==> config.mk <==
export PLATFORM = sky130hd
export DESIGN_NAME = af4_ipoh_arb8
export DESIGN_NICKNAME = d
export VERILOG_FILES = /design/src/rtl/af4_ipoh_pkg.sv /design/src/rtl/af4_ipoh_vote8.sv /design/src/rtl/af4_ipoh_arb8.sv
export SDC_FILE = /design/constraint.sdc
export NUM_CORES = 1
export LEC_CHECK = 0
export CORE_MARGIN = 2
export CORE_UTILIZATION = 47
export DETAILED_ROUTE_END_ITERATION = 10
export HOLD_SLACK_MARGIN = 0.15
export PLACE_DENSITY_LB_ADDON = 0.08
export SLEW_MARGIN = 40
export SYNTH_ARGS = -nofsm -noshare
export SYNTH_HDL_FRONTEND = slang
export SYNTH_HIERARCHICAL = 1
export SYNTH_SLANG_ARGS = --single-unit
==> constraint.sdc <==
create_clock -name clk -period 6.45 [get_ports clk]
set_input_delay 0.645 -clock clk [delete_from_list [all_inputs] [get_ports clk]]
set_output_delay 0.645 -clock clk [all_outputs]
set_load 0.02 [all_outputs]
==> src/rtl/af4_ipoh_pkg.sv <==
// Shared encodings and constants for the af4_ipoh 8-port round-robin arbiter.
// The optional grant-hold timeout is enabled by defining AF4_IPOH_ARB8_TMO_EN.
package af4_ipoh_pkg;
   localparam int NPORT = 8;
   localparam int IDX_W = 3;

   typedef enum logic {
      ST_IDLE  = 1'b0,
      ST_GRANT = 1'b1
   } state_e;

   typedef struct packed {
      logic [NPORT-1:0] grant;
      logic [IDX_W-1:0] id;
      logic             vld;
   } gnt_t;

   function automatic logic [NPORT-1:0] idx2oh(input logic [IDX_W-1:0] idx);
      idx2oh      = '0;
      idx2oh[idx] = 1'b1;
   endfunction
endpackage

==> src/rtl/af4_ipoh_vote8.sv <==
// Rotating-priority winner search: first set req bit at prior, prior+1, ... with wrap.
module af4_ipoh_vote8
   import af4_ipoh_pkg::*;
(
   input  logic [NPORT-1:0] req,
   input  logic [IDX_W-1:0] prior,
   output logic [IDX_W-1:0] win,
   output logic             winval
);
   logic [NPORT-1:0] rot;
   logic [IDX_W-1:0] idx;

   // rot[i] is the request of the port i places after prior.
   always_comb begin
      rot    = '0;
      idx    = '0;
      win    = '0;
      winval = 1'b0;
      for (int i = 0; i < NPORT; i++) begin
         idx    = prior + IDX_W'(i);
         rot[i] = req[idx];
      end
      for (int i = NPORT-1; i >= 0; i--) begin
         if (rot[i]) begin
            win    = prior + IDX_W'(i);
            winval = 1'b1;
         end
      end
   end
endmodule

==> src/rtl/af4_ipoh_arb8.sv <==
// 8-port round-robin arbiter with registered one-hot grant and done/abort release.
// Define AF4_IPOH_ARB8_TMO_EN to add the TOMAX-cycle grant-hold timeout.
module af4_ipoh_arb8
   import af4_ipoh_pkg::*;
#(
   parameter int unsigned TOMAX = 8'd255,
   parameter int unsigned TOW   = 8
)(
   input  logic             clk,
   input  logic             rst,
   input  logic [NPORT-1:0] req,
   input  logic             done,
   output logic [NPORT-1:0] grant,
   output logic [IDX_W-1:0] gnt_id,
   output logic             gnt_vld,
   output logic             tmo
);
   if (TOMAX >= (64'd1 << TOW)) begin : g_bad_tomax
      $error("TOMAX does not fit in TOW bits");
   end

   state_e           state_q, state_d;
   logic [IDX_W-1:0] prior_q, prior_d;
   gnt_t             gnt_q, gnt_d;
   logic             tmo_q, tmo_d;
   logic [IDX_W-1:0] win;
   logic             winval;
   logic             usr_rel, to_hit, rel;

   af4_ipoh_vote8 u_vote (
      .req    (req),
      .prior  (prior_q),
      .win    (win),
      .winval (winval)
   );

   assign usr_rel = (state_q == ST_GRANT) && (done || !req[gnt_q.id]);
   assign rel     = usr_rel || to_hit;

`ifdef AF4_IPOH_ARB8_TMO_EN
   localparam logic [TOW-1:0] TO_LAST = TOW'(TOMAX - 1);
   logic [TOW-1:0] cnt_q, cnt_d;

   assign to_hit = (state_q == ST_GRANT) && (cnt_q == TO_LAST);
   // A holder's own done/abort wins over the timeout, so no tmo then.
   assign tmo_d  = to_hit && !usr_rel;

   always_comb begin
      cnt_d = cnt_q + 1'b1;
      if (state_q == ST_IDLE || rel) cnt_d = '0;
   end

   always_ff @(posedge clk or posedge rst) begin
      if (rst) cnt_q <= '0;
      else     cnt_q <= cnt_d;
   end
`else
   assign to_hit = 1'b0;
   assign tmo_d  = 1'b0;
`endif

   always_ff @(posedge clk or posedge rst) begin
      if (rst) state_q <= ST_IDLE;
      else     state_q <= state_d;
   end

   always_ff @(posedge clk or posedge rst) begin
      if (rst) begin
         prior_q <= '0;
         gnt_q   <= '0;
         tmo_q   <= 1'b0;
      end else begin
         prior_q <= prior_d;
         gnt_q   <= gnt_d;
         tmo_q   <= tmo_d;
      end
   end

   always_comb begin
      state_d = state_q;
      case (state_q)
         ST_IDLE:  if (winval) state_d = ST_GRANT;
         ST_GRANT: if (rel)    state_d = ST_IDLE;
         default:              state_d = ST_IDLE;
      endcase
   end

   // Released holder drops to lowest priority by moving prior just past it.
   always_comb begin
      prior_d = prior_q;
      gnt_d   = gnt_q;
      case (state_q)
         ST_IDLE: begin
            if (winval) begin
               gnt_d.grant = idx2oh(win);
               gnt_d.id    = win;
               gnt_d.vld   = 1'b1;
            end
         end
         ST_GRANT: begin
            if (rel) begin
               gnt_d   = '0;
               prior_d = gnt_q.id + 1'b1;
            end
         end
         default: gnt_d = '0;
      endcase
   end

   assign grant   = gnt_q.grant;
   assign gnt_id  = gnt_q.id;
   assign gnt_vld = gnt_q.vld;
   assign tmo     = tmo_q;
endmodule

==> flow_results.org, run 1 <==
** Run status
- Outcome :: finished clean

** Logic synthesis
- In this run the biggest area consumer among cell types represents between 20% and 30% of the synthesized area.
- When the netlist entered floorplanning its net count stood at between 150 and 200.
- Number of distinct library cell variants in the gate-level netlist after synthesis :: 49
- Mean instance size in the synthesized netlist :: 9.42 um^2
- Sequential fraction of the synthesis area :: between 20% and 30%
- After synthesis, the cell types taking the most area are dfrtp_1 25%, mux4_2 8.5%, mux4_1 8.2%.
- During synthesis, Yosys emitted a total of 6 warnings.
- Counting flops with a built-in enable in the synthesized netlist gives 0.
- Syn Inst Count :: 169
- Syn Std Cell Area :: 1590 um^2
- dfrtp_1 takes more of the synthesized area than any other cell.
- In the synthesized netlist the dominant register cell turns out to be dfrtp_1.
- In this run, synthesis produced a sequential element count of 16.
- After synthesis, the share of flip-flops with an asynchronous set or reset is between 90% and 100%.

** STA
- Setup repair after global routing left no endpoint under its margin.
- The tightest hold path in the finished design has a slack of 0.510 ns.
- Setup violations remaining at the end of the flow were counted as 0.
- For the pin with the worst max-slew slack, the measured transition is roughly 0.78 ns.
- Final Hold Viols :: 0
- After routing, the total negative slack on setup checks comes to 0 ns.
- The clock period could shrink to 3.96 ns.
- Relative max-transition margin :: 47.8%
- For this run, the top clock speed supported by timing is 0.253 GHz.
- The clock arrives with 0.00776 ns of skew.
- After layout, the worst path uses ~61% of the clock period.
- Max Transition Viols Final :: 0

** Power and ir drop
- Of the total power, the clock network draws 6.3%.
- Total power per unit cell area :: 571 nW/um^2
- Design internal power :: around 0.00052 W
- Peak ir drop on the vdd network :: 0.275 mV
- Part of the power in registers :: 21.2%
- Comb pwr share :: 72.5%
- Switch Pwr :: 0.000521 W
- Summed over all cells, the static leakage comes to 0.768 nW.
- Switching power share of the total :: 50.0%

** Floorplanning
- The total area inside the core boundary comes to 3280 um^2.
- The die is 62.2 um wide.
- Number of top-level pins :: 24
- The floorplan has 21 rows.
- Die area :: 3870 um^2
- Starting utilization of the core area :: 48.5%
- Chip height :: 62.2 um

** Final layout
- The number of antenna diodes in the final layout is 0.
- Layout cells sized above 1 :: a little over a tenth
- In the final design database the tool counted about 200 nets.
- The top cell types in the final layout, fill and taps aside, are 22 x clkdlybuf4s50_1, 17 x nor2_1, 16 x dfrtp_1.
- Relative to the synthesized area, the layout overhead comes to 14.5%.
- Leaving out fill and tap cells, the most frequent cell in the layout is clkdlybuf4s50_1.
- Share of the core filled with cells :: 55.5%
- Fill cells in the final layout number around 300.
- Count of non-filler cells in the finished layout :: 229

** Worst setup path
- FF-to-FF Start :: prior_q[1]$_DFFE_PP0P_
- STA classifies the critical path endpoint as a flip-flop.
- At the worst endpoint, the arrival time is 4.13 ns.
- Launch point of the worst path :: prior_q[1]$_DFFE_PP0P_
- Capture point of the critical path :: grant[3]$_DFFE_PP0P_
- By startpoint and endpoint, the worst setup path is classified as reg -> reg.
- Along the worst path, the maximum fanout reaches 16.
- End of the worst register-to-register path :: grant[3]$_DFFE_PP0P_
- The worst register-to-register path has a depth of 12.
- Worst setup SP type :: flip-flop
- Required time at the worst-slack endpoint :: 6.62 ns
- The setup check on the worst reg-to-reg path leaves a slack of 2.49 ns.

** Route
- Dividing the detail-routed wire length by the instance count gives about 17 um.
- In this run, the number of DRC markers left after iteration 0 of detailed routing was about 120.
- WL final :: 3810 um
- Via total after detailed routing :: 1,360
- Using the TritonRoute via totals, the vias-per-cell ratio works out to 5.94.
- Post-detailed-route count of antenna-violating nets :: 0
- In the routed design, unresolved DRC markers number 0.
- The first TritonRoute pass finished after 5 iterations.

** Clock network
- Clock insertion delay at the later pin of the skew report :: 0.28 ns
- Clock transition at path regs :: 0.10 ns
- TritonCTS built the clock tree.
- Clk Tree Root Cell :: clkbuf_4
- Number of cells upsized or downsized after cts :: 0
- Deepest level of the CTS H-tree :: 1
- No sink is reached through more buffers than the 2 on the longest clock path.
- The tree built by TritonCTS fans out to 16 sinks.
- Count of hold-fix buffers inserted at cts :: 0
- Clock buffers created by TritonCTS :: 3
- Once the clock tree was built, the setup fixing pass inserted 0 buffers.

** GRT
- Maximum number of pins on one net before global-route repair :: 23
- Global route overflow :: 0
- Global routing used around a fifth of the available tracks.
- The number of global-route vias before repair came to 1,312.
- The initial antenna violation count came to 0.
- First-pass GRT wire length :: 6430 um

** Placement
- Port buffering added 22 buffers.
- Routability-driven placement finished with a final weighted congestion of 0.929.
- Placed cell count :: 225
- DP HPWL :: 2810 um

** Min path
- The worst hold path was traced through 2 stages.
- Worst min path class :: reg -> reg

** Flow run
- Max capacitance violation total :: 0
## worst min-delay path by stage
| stage | startpoint | endpoint | slack [ns] |
|---|---|---|---|
| floorplan | prior_q[1]$_DFFE_PP0P_ | prior_q[1]$_DFFE_PP0P_ | 0.51 |
| global placement | gnt_vld$_DFFE_PP0P_ | gnt_vld$_DFFE_PP0P_ | 0.49 |
| detailed placement | gnt_vld$_DFFE_PP0P_ | gnt_vld$_DFFE_PP0P_ | 0.49 |
| CTS | gnt_vld$_DFFE_PP0P_ | gnt_vld$_DFFE_PP0P_ | 0.52 |
| global route | grant[7]$_DFFE_PP0P_ | grant[7]$_DFFE_PP0P_ | 0.56 |
| finish | gnt_vld$_DFFE_PP0P_ | gnt_vld$_DFFE_PP0P_ | 0.51 |
## cells by family after synthesis
logic type | share of synthesized area [%]
AND/OR/NAND/NOR | 16.7
AO/OA/AOI/OAI | 18.1
multiplexers | 28.1
buffers and inverters | 7.15
flip-flops | 25.1
XOR/XNOR | 2.20
adder cells (fa/ha/maj) | 2.36
other | 0.235
## power groups by stage
stage / Combinational (W) / Clock (W) / Sequential [W]
2_1_floorplan: 0.000590 / 0 / 0.000217
3_3_place_gp: 0.000736 / 0 / 0.000218
3_5_place_dp: 0.000745 / 0 / 0.000222
4_1_cts: 0.000749 / 0.0000693 / 0.000220
5_1_grt: 0.000828 / 0.0000718 / 0.000232
6_report: 0.000755 / 0.0000658 / 0.000220
## layer usage
layer,vias to the layer above,global-route usage (%),share of wire [%]
met3,2,2.72,4.4
li1,662,-,-
met4,0,5.83,0.52
met2,39,32.7,49
met5,-,0,0
met1,657,29.3,46
## stage by stage
step	setup WS [ns]	area, um^2	total power, W
after global placement	2.62	1790	0.000955
after detailed placement	2.59	1790	0.000967
after global routing	2.19	1820	0.00113
after floorplan	3.23	1590	0.000807
final	2.49	1820	0.00104
after CTS	2.57	1820	0.00104
## cells in the mapped netlist, types with 2 or more instances
library cell and n:
buf_4 4, nor4_1 2, mux2i_1 8, mux2_2 4
mux4_2 6, o21ai_0 2, inv_1 8, mux4_1 5
dfrtp_1 16, ha_1 3, mux2_4 3, and2_1 3
buf_6 3, xor2_1 3, nor2b_1 4, a31oi_1 3
o22ai_1 2, nand4_1 2, nor3_1 6, clkbuf_1 3
nor2_1 17, nand2b_1 4, o31ai_1 2, a22oi_1 4
nand2_1 15, a21oi_1 14
## critical path: stages, from the launching register on
cell	delay [ns]
dfrtp_1	0.73
inv_1	0.25
ha_1	0.53
mux4_1	0.44
a21oi_1	0.37
o211ai_1	0.15
a211oi_1	0.35
nor4b_1	0.11
o22ai_1	0.45
nand2b_1	0.20
nor2_1	0.04
a22oi_1	0.16
nor2_1	0.06
## flip-flops by register name, summed over array words and instances, names as in the netlist
name and flops:
prior_q 3, state_q 1, gnt_vld 1, grant 8, gnt_id 3
## final cells by class
class,count,area (um^2),area share [%]
multi-input combinational,133,1080,59.2
inverter,8,30.0,1.65
timing repair buffer,22,220,12.1
sequential,16,400,22.0
clock buffer,4,36.3,1.99
tap,46,57.6,3.16
Note: power is estimated with default switching activity, not from simulation.
==> run 2: changes to the inputs <==
==> constraint.sdc (replaced) <==
create_clock -name clk -period 3.65 [get_ports clk]
set_input_delay 0.365 -clock clk [delete_from_list [all_inputs] [get_ports clk]]
set_output_delay 0.365 -clock clk [all_outputs]
set_load 0.02 [all_outputs]
==> flow_results.org, run 2 (synthesis results as in run 1) <==
** Clock network
- TritonCTS Sinks :: 16
- The number of hold buffers added after CTS was 0.
- Clock insertion delay at the later pin of the skew report :: 0.28 ns
- TritonCTS built the clock tree.
- In this run the number of H-tree levels came out at 1.
- Max Buffers Root-to-Sink :: 2
- Clk Tree Root Cell :: clkbuf_4
- Clock transition at path regs :: about 0.09 ns
- In this run the post-CTS setup repair buffer count came out at 0.
- In this run, CTS created clock tree buffers numbering 3.
- Number of cells upsized or downsized after cts :: 0

** Worst setup path
- Walking the worst path, the cells encountered are inv_1 -> ha_1 -> mux4_1 -> a21oi_1 -> o211ai_1 -> a211oi_1 -> nor4b_1 -> o22ai_2 -> nand2b_1 -> nor2_1 -> a22oi_1 -> nor2_1.
- End of the worst register-to-register path :: grant[3]$_DFFE_PP0P_
- In this design, the stage delay of the slowest critical-path cell is roughly 0.5 ns.
- Worst path slowest cell :: ha_1
- FF-to-FF Start :: prior_q[1]$_DFFE_PP0P_
- Counting stages on the worst path, the most repeated cell is nor2_1.
- Cells on worst reg2reg path :: 12
- STA classifies the critical path endpoint as a flip-flop.
- STA classifies the critical path startpoint as a flip-flop.
- Category of the most critical setup path :: reg -> reg
- STA puts the critical path data required time at ~3.8 ns.
- Critical path data arrival time :: 3.33 ns
- Along the worst path, the maximum fanout reaches 9.
- Register-to-register setup slack :: approximately 0.49 ns

** Floorplanning
- The die covers 3870 um^2.
- The die is 62.2 um wide.
- In this run the count of I/O pins placed on the die edge is 24.
- For this configuration, the core starts out at a cell density of 48.5%.
- The die is around 62 um tall.
- In this run the core area contains 21 standard-cell rows.
- Core Box Area :: 3280 um^2

** Route
- For this run, design rule violations remaining after detail routing come to 0.
- Count of routing violations after the opening detailed-route iteration :: 106
- After detailed routing, the average wire length per cell comes to roughly 15 um.
- Post-detailed-route count of antenna-violating nets :: 0
- TritonRoute pass-1 iters :: 4
- Across all layers, the routed design uses 1,360 vias.
- For this block, the routed nets add up to 3500 um of wire.
- After detailed routing, the number of vias per cell comes to 5.89.

** Final layout
- Registers take 400 um^2.
- For this run, the share of the core covered by cells in the final layout is 56.0%.
- Most common library cell in the layout ignoring fill and taps :: clkdlybuf4s50_1
- Flip-flop count of the largest register after layout :: 8
- Antenna fix cells :: 0
- In the final layout, the multi-input gates occupy 1080 um^2.
- In the final layout, the share of cells above drive strength 1 is between 10 and 15%.
- Count of non-filler cells in the finished layout :: about 230
- Counting the fill cells in the layout gives 309.
- Commonest non-fill, non-tap cells in the layout :: 22 x clkdlybuf4s50_1, 17 x nor2_1, 16 x dfrtp_1
- The area growth from synthesis to layout is 15.4%.
- Total number of nets in the final design :: 201

** STA
- Worst setup skew after layout :: roughly 0.0083 ns
- Derived from the worst setup path, the maximum achievable clock frequency is 0.316 GHz.
- For the pin with the worst max-slew slack, the measured transition is 0.615 ns.
- The final number of max-transition violations was 0.
- Setup violations remaining at the end of the flow were counted as 0.
- Shortest period the worst path allows :: 3.16 ns
- Hold timing on the final database bottoms out at a slack of 0.455 ns.
- Setup TNS Final :: 0 ns
- After layout, the worst path uses between 80% and 90% of the clock period.
- Final Hold Viols :: 0
- Unrepaired setup endpoints after global routing :: no
- Relative max-transition margin :: 59.0%

** Placement
- Input and output buffers added on the ports amount to 22.
- Counting tap cells, the placed design contains a total of 228 instances.
- Detailed placement ended at an HPWL of 2650 um.
- Final RePlAce weighted congestion :: between 0.8 and 0.9

** Min path
- Worst min path class :: in -> async

** GRT
- Maximum number of pins on one net before global-route repair :: 20
- Via count of the first global-routing pass :: 1,310
- Antenna violations before repair :: 0
- The first global-routing pass estimated 6080 um of wire.
- Total global routing track utilization :: 18.9%
- Global routing finished with a remaining overflow of 0.

** Power and ir drop
- VDD sags by at most 0.430 mV.
- For this design the static power due to leakage is 0.779 nW.
- Total power per unit cell area :: between 1000 and 1500 nW/um^2
- Total Power Consumption :: ~0.0018 W

** Flow run
- Across the run, the number of max-cap violations was 0.

** Run status
- Outcome :: finished clean
run 2: cell types whose count changed in the layout (fill, tap and decap cells not counted):
cell and change:
buf_4 +3, clkbuf_8 -1, o22ai_1 -1, o22ai_2 +1
run 2: worst max path at each step:
stage / slack [ns] / cells past startpoint / start / to
after floorplan: 0.43 / 15 / prior_q[1]$_DFFE_PP0P_ / grant[0]$_DFFE_PP0P_
final: 0.49 / 12 / prior_q[1]$_DFFE_PP0P_ / grant[3]$_DFFE_PP0P_
after CTS: 0.32 / 12 / prior_q[1]$_DFFE_PP0P_ / grant[3]$_DFFE_PP0P_
after global routing: 0.25 / 12 / prior_q[1]$_DFFE_PP0P_ / grant[4]$_DFFE_PP0P_
after global placement: 0.28 / 11 / req[0] / grant[3]$_DFFE_PP0P_
after detailed placement: 0.24 / 11 / req[0] / grant[3]$_DFFE_PP0P_
run 2: routing by layer:
metal | GRT usage (%) | wire length [um] | vias up
met3 | 0.725 | 85 | 4
met1 | 24.7 | 1600 | 653
met4 | 4.17 | 21 | 0
li1 | - | - | 676
met2 | 34.9 | 1800 | 27
met5 | 0 | 0 | -
run 2: worst max-delay path: cells and delay by family, from the launching register on:
family | cells | cell delay, ns
compound gates | 5 | 1.25
fa+ha+maj | 1 | 0.50
mux | 1 | 0.45
simple gates | 4 | 0.39
flops | 1 | 0.35
buf+inv | 1 | 0.12
run 2: final cells by class:
type	instances	share of cell area, %
well taps	46	3.13
inverters	8	1.63
multi-input cells	133	59.0
clock buffers	3	1.23
flip-flops and latches	16	21.8
repair buffers	25	13.2
run 2: through the flow:
stage	setup WS, ns	cell area [um^2]
after detailed placement	0.244	1810
after global placement	0.283	1810
final	0.488	1840
after global routing	0.254	1840
after floorplan	0.427	1590
after CTS	0.322	1830
run 2: power by group:
group / switching, W / internal (W)
sequential: 0.0000663 / 0.000254
combinational: 0.000803 / 0.000627
clock: 0.0000511 / 0.0000382
==> RTL edit 1 (config.mk and constraints of run 2) <==
Set the package constant `IDX_W` to 5 (it was 3).
--- a/src/rtl/af4_ipoh_pkg.sv
+++ b/src/rtl/af4_ipoh_pkg.sv
@@ -3,5 +3,5 @@
 package af4_ipoh_pkg;
    localparam int NPORT = 8;
-   localparam int IDX_W = 3;
+   localparam int IDX_W = 5;
 
    typedef enum logic {
Interface: changed (resized gnt_id); port bits go from 24 to 26. The function was not compared with the original's and may differ.
==> RTL edit 1 against run 2 <==
- critical path depth is 2 lower
- routed wire length is 57% higher
- first-iteration DRC count is 28% higher
- area after synthesis is 45% higher
- fmax is 4.2% lower
- cell area is 47% higher
- sequential cell count is 4 higher
- worst setup slack worse by 140 ps
- combinational power is 57% higher
- total power is 56% higher
- largest power group unchanged
==> RTL edit 1: results (changes against run 2) <==
{
  "vdd_drop_max": {"value": 0.452, "unit": "mV", "change": "was 0.430 mV"},
  "worst_setup_path_startpoint": {"value": "prior_q[2]", "change": "was prior_q[1]"},
  "internal_power": {"value": 1.46, "unit": "mW", "change": "was 0.919 mW"},
  "io_buffers": {"value": 24, "change": "was 22"},
  "place_congestion": {"value": 0.942, "change": "was 0.859"},
  "synth-compound-area-share": {"value": 19.7, "unit": "%", "change": "was 18.1%"},
  "cellPowerDensity": {"value": 1060, "unit": "nW/um^2", "change": "was 1000 nW/um^2"},
  "net_count_final": {"value": 299, "change": "was 201"},
  "max_fo_critical_path": {"value": 7, "change": "was 9"},
  "dp_hpwl": {"value": 4170, "unit": "microns", "change": "was 2650 microns"},
  "timing.clock.skew": {"value": 5.65, "unit": "ps", "change": "was 8.33 ps"},
  "grt_pass1_vias": {"value": 1823, "change": "was 1,310"},
  "timing.rr.end": {"value": "grant[2]", "change": "was grant[3]"},
  "grt_max_degree": {"value": 22, "change": "was 20"},
  "pwr.group.sequential": {"value": 0.397, "unit": "mW", "change": "was 0.320 mW"},
  "clk-insertion-delay-late": {"value": 260, "unit": "ps", "change": "was 280 ps"},
  "synth.top_cells.by_area": {"value": "sky130_fd_sc_hd__dfrtp_1 22%, sky130_fd_sc_hd__mux4_2 13%, sky130_fd_sc_hd__mux2i_1 6.5%", "change": "was sky130_fd_sc_hd__dfrtp_1 25%, sky130_fd_sc_hd__mux4_2 8.5%, sky130_fd_sc_hd__mux4_1 8.2%"},
  "ys_types": {"value": 59, "change": "was 49"},
  "wl_per_cell": {"value": 16.1, "unit": "microns", "change": "was 15.2 microns"},
  "cts_root_buffer": {"value": "sky130_fd_sc_hd__clkbuf_8", "change": "was sky130_fd_sc_hd__clkbuf_4"},
  "synth_sequential_area_ratio": {"value": 21.6, "unit": "%", "change": "was 25.1%"},
  "synth_fa_ha_area_share": {"value": 5.94, "unit": "%", "change": "was 2.36%"},
  "grtUsageMet2": {"value": 34.8, "unit": "%", "change": "was 34.9%"},
  "grtUsageMet1": {"value": 30.9, "unit": "%", "change": "was 24.7%"},
  "first_iter_violations": {"value": 136, "change": "was 106"},
  "drive_gt1_share": {"value": 15.9, "unit": "%", "change": "was 12.4%"},
  "synth-xor-area-share": {"value": 4.16, "unit": "%", "change": "was 2.20%"},
  "synth.mux.area_fraction": {"value": 25.4, "unit": "%", "change": "was 28.1%"},
  "outcome": {"value": "finished, final reports clean", "change": "unchanged"},
  "total_number_of_vias": {"value": 2013, "change": "was 1,360"},
  "grt_resource_usage_total": {"value": 21.4, "unit": "%", "change": "was 18.9%"},
  "worst_slew_margin_rel": {"value": 53.5, "unit": "%", "change": "was 59.0%"},
  "rrSetupSlack": {"value": 350, "unit": "ps", "change": "was 490 ps"}
}
## RTL edit 1: metrics by stage
stage | cell area [sq um] | std cells | setup slack, ps | hold slack (ps) | utilization [%]
after detailed placement | 2640 | 339 | 192 | 491 | 55.8
final | 2710 | 343 | 349 | 424 | 57.3
after global placement | 2640 | 339 | 212 | 494 | 55.8
after CTS | 2710 | 343 | 354 | 508 | 57.3
after global routing | 2710 | 343 | 47.0 | 472 | 57.3
after floorplan | 2320 | 253 | 35.2 | 329 | -
## RTL edit 1: logic make-up (layout without fill, tap and decap cells)
kind of cell             Yosys count  in the layout
other                              1              1
multiplexers                      38             38
buffers and inverters             36             59
adder cells (fa/ha/maj)           11             11
AO/OA/AOI/OAI                     64             64
AND/OR/NAND/NOR                   72             72
flip-flops                        20             20
XOR/XNOR                          11             11
## RTL edit 1: area by class of cell
cell class | instances | area, sq um
repair buffers | 35 | 323
flip-flops and latches | 20 | 500
fillers | 436 | 2020
clock inverters | 1 | 30.0
multi-input cells | 197 | 1650
inverters | 20 | 75.1
well taps | 67 | 83.8
clock buffers | 3 | 41.3
## RTL edit 1: worst max-delay path, cell delays in order, from the launching register on
cell and delay, ps:
sky130_fd_sc_hd__dfrtp_1 350, sky130_fd_sc_hd__inv_1 120, sky130_fd_sc_hd__ha_1 490, sky130_fd_sc_hd__mux4_2 380, sky130_fd_sc_hd__mux2i_2 330, sky130_fd_sc_hd__a21oi_1 110, sky130_fd_sc_hd__a221o_1 350, sky130_fd_sc_hd__a31o_1 300
sky130_fd_sc_hd__nor4b_1 500, sky130_fd_sc_hd__a2bb2oi_1 130, sky130_fd_sc_hd__o22ai_1 150
## RTL edit 1: per-layer routing
layer	share of wire [%]	wire length [microns]
met2	48	2620
met4	1.4	76
met5	0	0
met3	5.6	309
met1	45	2500
==> RTL edit 2 (flow settings as in run 2) <==
Without the edit above. Build with the macro `AF4_IPOH_ARB8_TMO_EN` defined.
--- a/src/rtl/af4_ipoh_arb8.sv
+++ b/src/rtl/af4_ipoh_arb8.sv
@@ -1,4 +1,6 @@
 // 8-port round-robin arbiter with registered one-hot grant and done/abort release.
 // Define AF4_IPOH_ARB8_TMO_EN to add the TOMAX-cycle grant-hold timeout.
+`define AF4_IPOH_ARB8_TMO_EN
+
 module af4_ipoh_arb8
    import af4_ipoh_pkg::*;
Formal check against the unedited RTL: same outputs for any inputs over 10 cycles, from zero or initial values and one cycle with rst high; that may be too few to reach the edited logic, so the function may still have changed.
==> RTL edit 2 against run 2 <==
- routed wire length grew 26%
- synthesized cell count grew 20%
- cell area increased by 26%
- total power rose by 11%
- worst hold slack lost 3.3 ps
- via count is 22% higher
- worst setup slack worse by 64 ps
- area after synthesis rose by 26%
- clock power is 77% higher
- sequential cell count rose by 9
- critical path type unchanged
- critical endpoint is now grant[6]
==> RTL edit 2: results (changes against run 2) <==
{
  "multi_input_area_share": {"value": 55.4, "unit": "%", "change": "was 59.0%"},
  "synth_common_cells": {"value": "25 x sky130_fd_sc_hd__dfrtp_1, 21 x sky130_fd_sc_hd__nor2_1, 17 x sky130_fd_sc_hd__nand2_1", "change": "was 17 x sky130_fd_sc_hd__nor2_1, 16 x sky130_fd_sc_hd__dfrtp_1, 15 x sky130_fd_sc_hd__nand2_1"},
  "post-place-ws": {"value": 363, "unit": "ps", "change": "was 244 ps"},
  "grtUsageMet1": {"value": 23.6, "unit": "%", "change": "was 24.7%"},
  "worst_slew_margin_rel": {"value": 65.5, "unit": "%", "change": "was 59.0%"},
  "timing.clock.skew": {"value": 1.72, "unit": "ps", "change": "was 8.33 ps"},
  "first_pass_grt_wire_length": {"value": 7490, "unit": "microns", "change": "was 6080 microns"},
  "synth.mux.area_fraction": {"value": 22.4, "unit": "%", "change": "was 28.1%"},
  "grt_pass1_vias": {"value": 1615, "change": "was 1,310"},
  "clk-insertion-delay-late": {"value": 260, "unit": "ps", "change": "was 280 ps"},
  "num-multi-input-gates": {"value": 157, "change": "was 133"},
  "met2_length": {"value": 2310, "unit": "microns", "change": "was 1800 microns"},
  "rrSetupSlack": {"value": 420, "unit": "ps", "change": "was 490 ps"},
  "cts_root_buffer": {"value": "sky130_fd_sc_hd__clkbuf_8", "change": "was sky130_fd_sc_hd__clkbuf_4"},
  "met3_wirelength": {"value": 117, "unit": "microns", "change": "was 85 microns"},
  "synth-xor-area-share": {"value": 4.36, "unit": "%", "change": "was 2.20%"},
  "non_clock_inverter_count": {"value": 12, "change": "was 8"},
  "dp_hpwl": {"value": 3450, "unit": "microns", "change": "was 2650 microns"},
  "postSynthNetCount": {"value": 219, "change": "was 183"},
  "synth_fa_ha_area_share": {"value": 3.12, "unit": "%", "change": "was 2.36%"},
  "register_share_of_the_cell_area": {"value": 27.0, "unit": "%", "change": "was 21.8%"},
  "io_buffers": {"value": 23, "change": "was 22"},
  "finalPower": {"value": 2.03, "unit": "mW", "change": "was 1.84 mW"},
  "avgSynthCellArea": {"value": 9.89, "unit": "sq um", "change": "was 9.42 sq um"},
  "timing.rr.end": {"value": "grant[6]", "change": "was grant[3]"},
  "outcome": {"value": "finished, final reports clean", "change": "unchanged"},
  "gr-usage-met3": {"value": 1.45, "unit": "%", "change": "was 0.725%"},
  "met1_length": {"value": 1940, "unit": "microns", "change": "was 1600 microns"},
  "layout.buffer.nonclock.area_share": {"value": 10.9, "unit": "%", "change": "was 13.2%"},
  "grtUsageMet2": {"value": 34.6, "unit": "%", "change": "was 34.9%"},
  "grt_max_degree": {"value": 26, "change": "was 20"},
  "switching_power": {"value": 0.962, "unit": "mW", "change": "was 0.921 mW"},
  "power.leakage": {"value": 1.01, "unit": "nW", "change": "was 0.779 nW"},
  "cts_sink_count": {"value": 25, "change": "was 16"},
  "nFillCells": {"value": 362, "change": "was 309"}
}
[RTL edit 2: changes by cell type in the layout (fill, tap and decap cells not counted), sizes merged, moves of 3 or more]
| cell | change |
|---|---|
| inv | +4 |
| a21oi | -6 |
| nand3 | +6 |
| o2bb2ai | +3 |
| dfrtp | +9 |
| xnor2 | +3 |
| o22ai | +4 |
| nor2 | +3 |
| a22o | +3 |
| a22oi | -3 |
| xor2 | +3 |
[RTL edit 2: how the worst min path moves through the flow]
| stage | cells after the start | endpoint | startpoint | slack (ps) |
|---|---|---|---|---|
| 6_report | 2 | grant[7] | rst | 450 |
| 3_3_place_gp | 1 | grant[7] | grant[7] | 480 |
| 5_1_grt | 2 | cnt_q[6] | rst | 500 |
| 3_5_place_dp | 1 | grant[7] | grant[7] | 470 |
| 2_1_floorplan | 1 | cnt_q[0] | rst | 390 |
| 4_1_cts | 2 | grant[7] | rst | 460 |
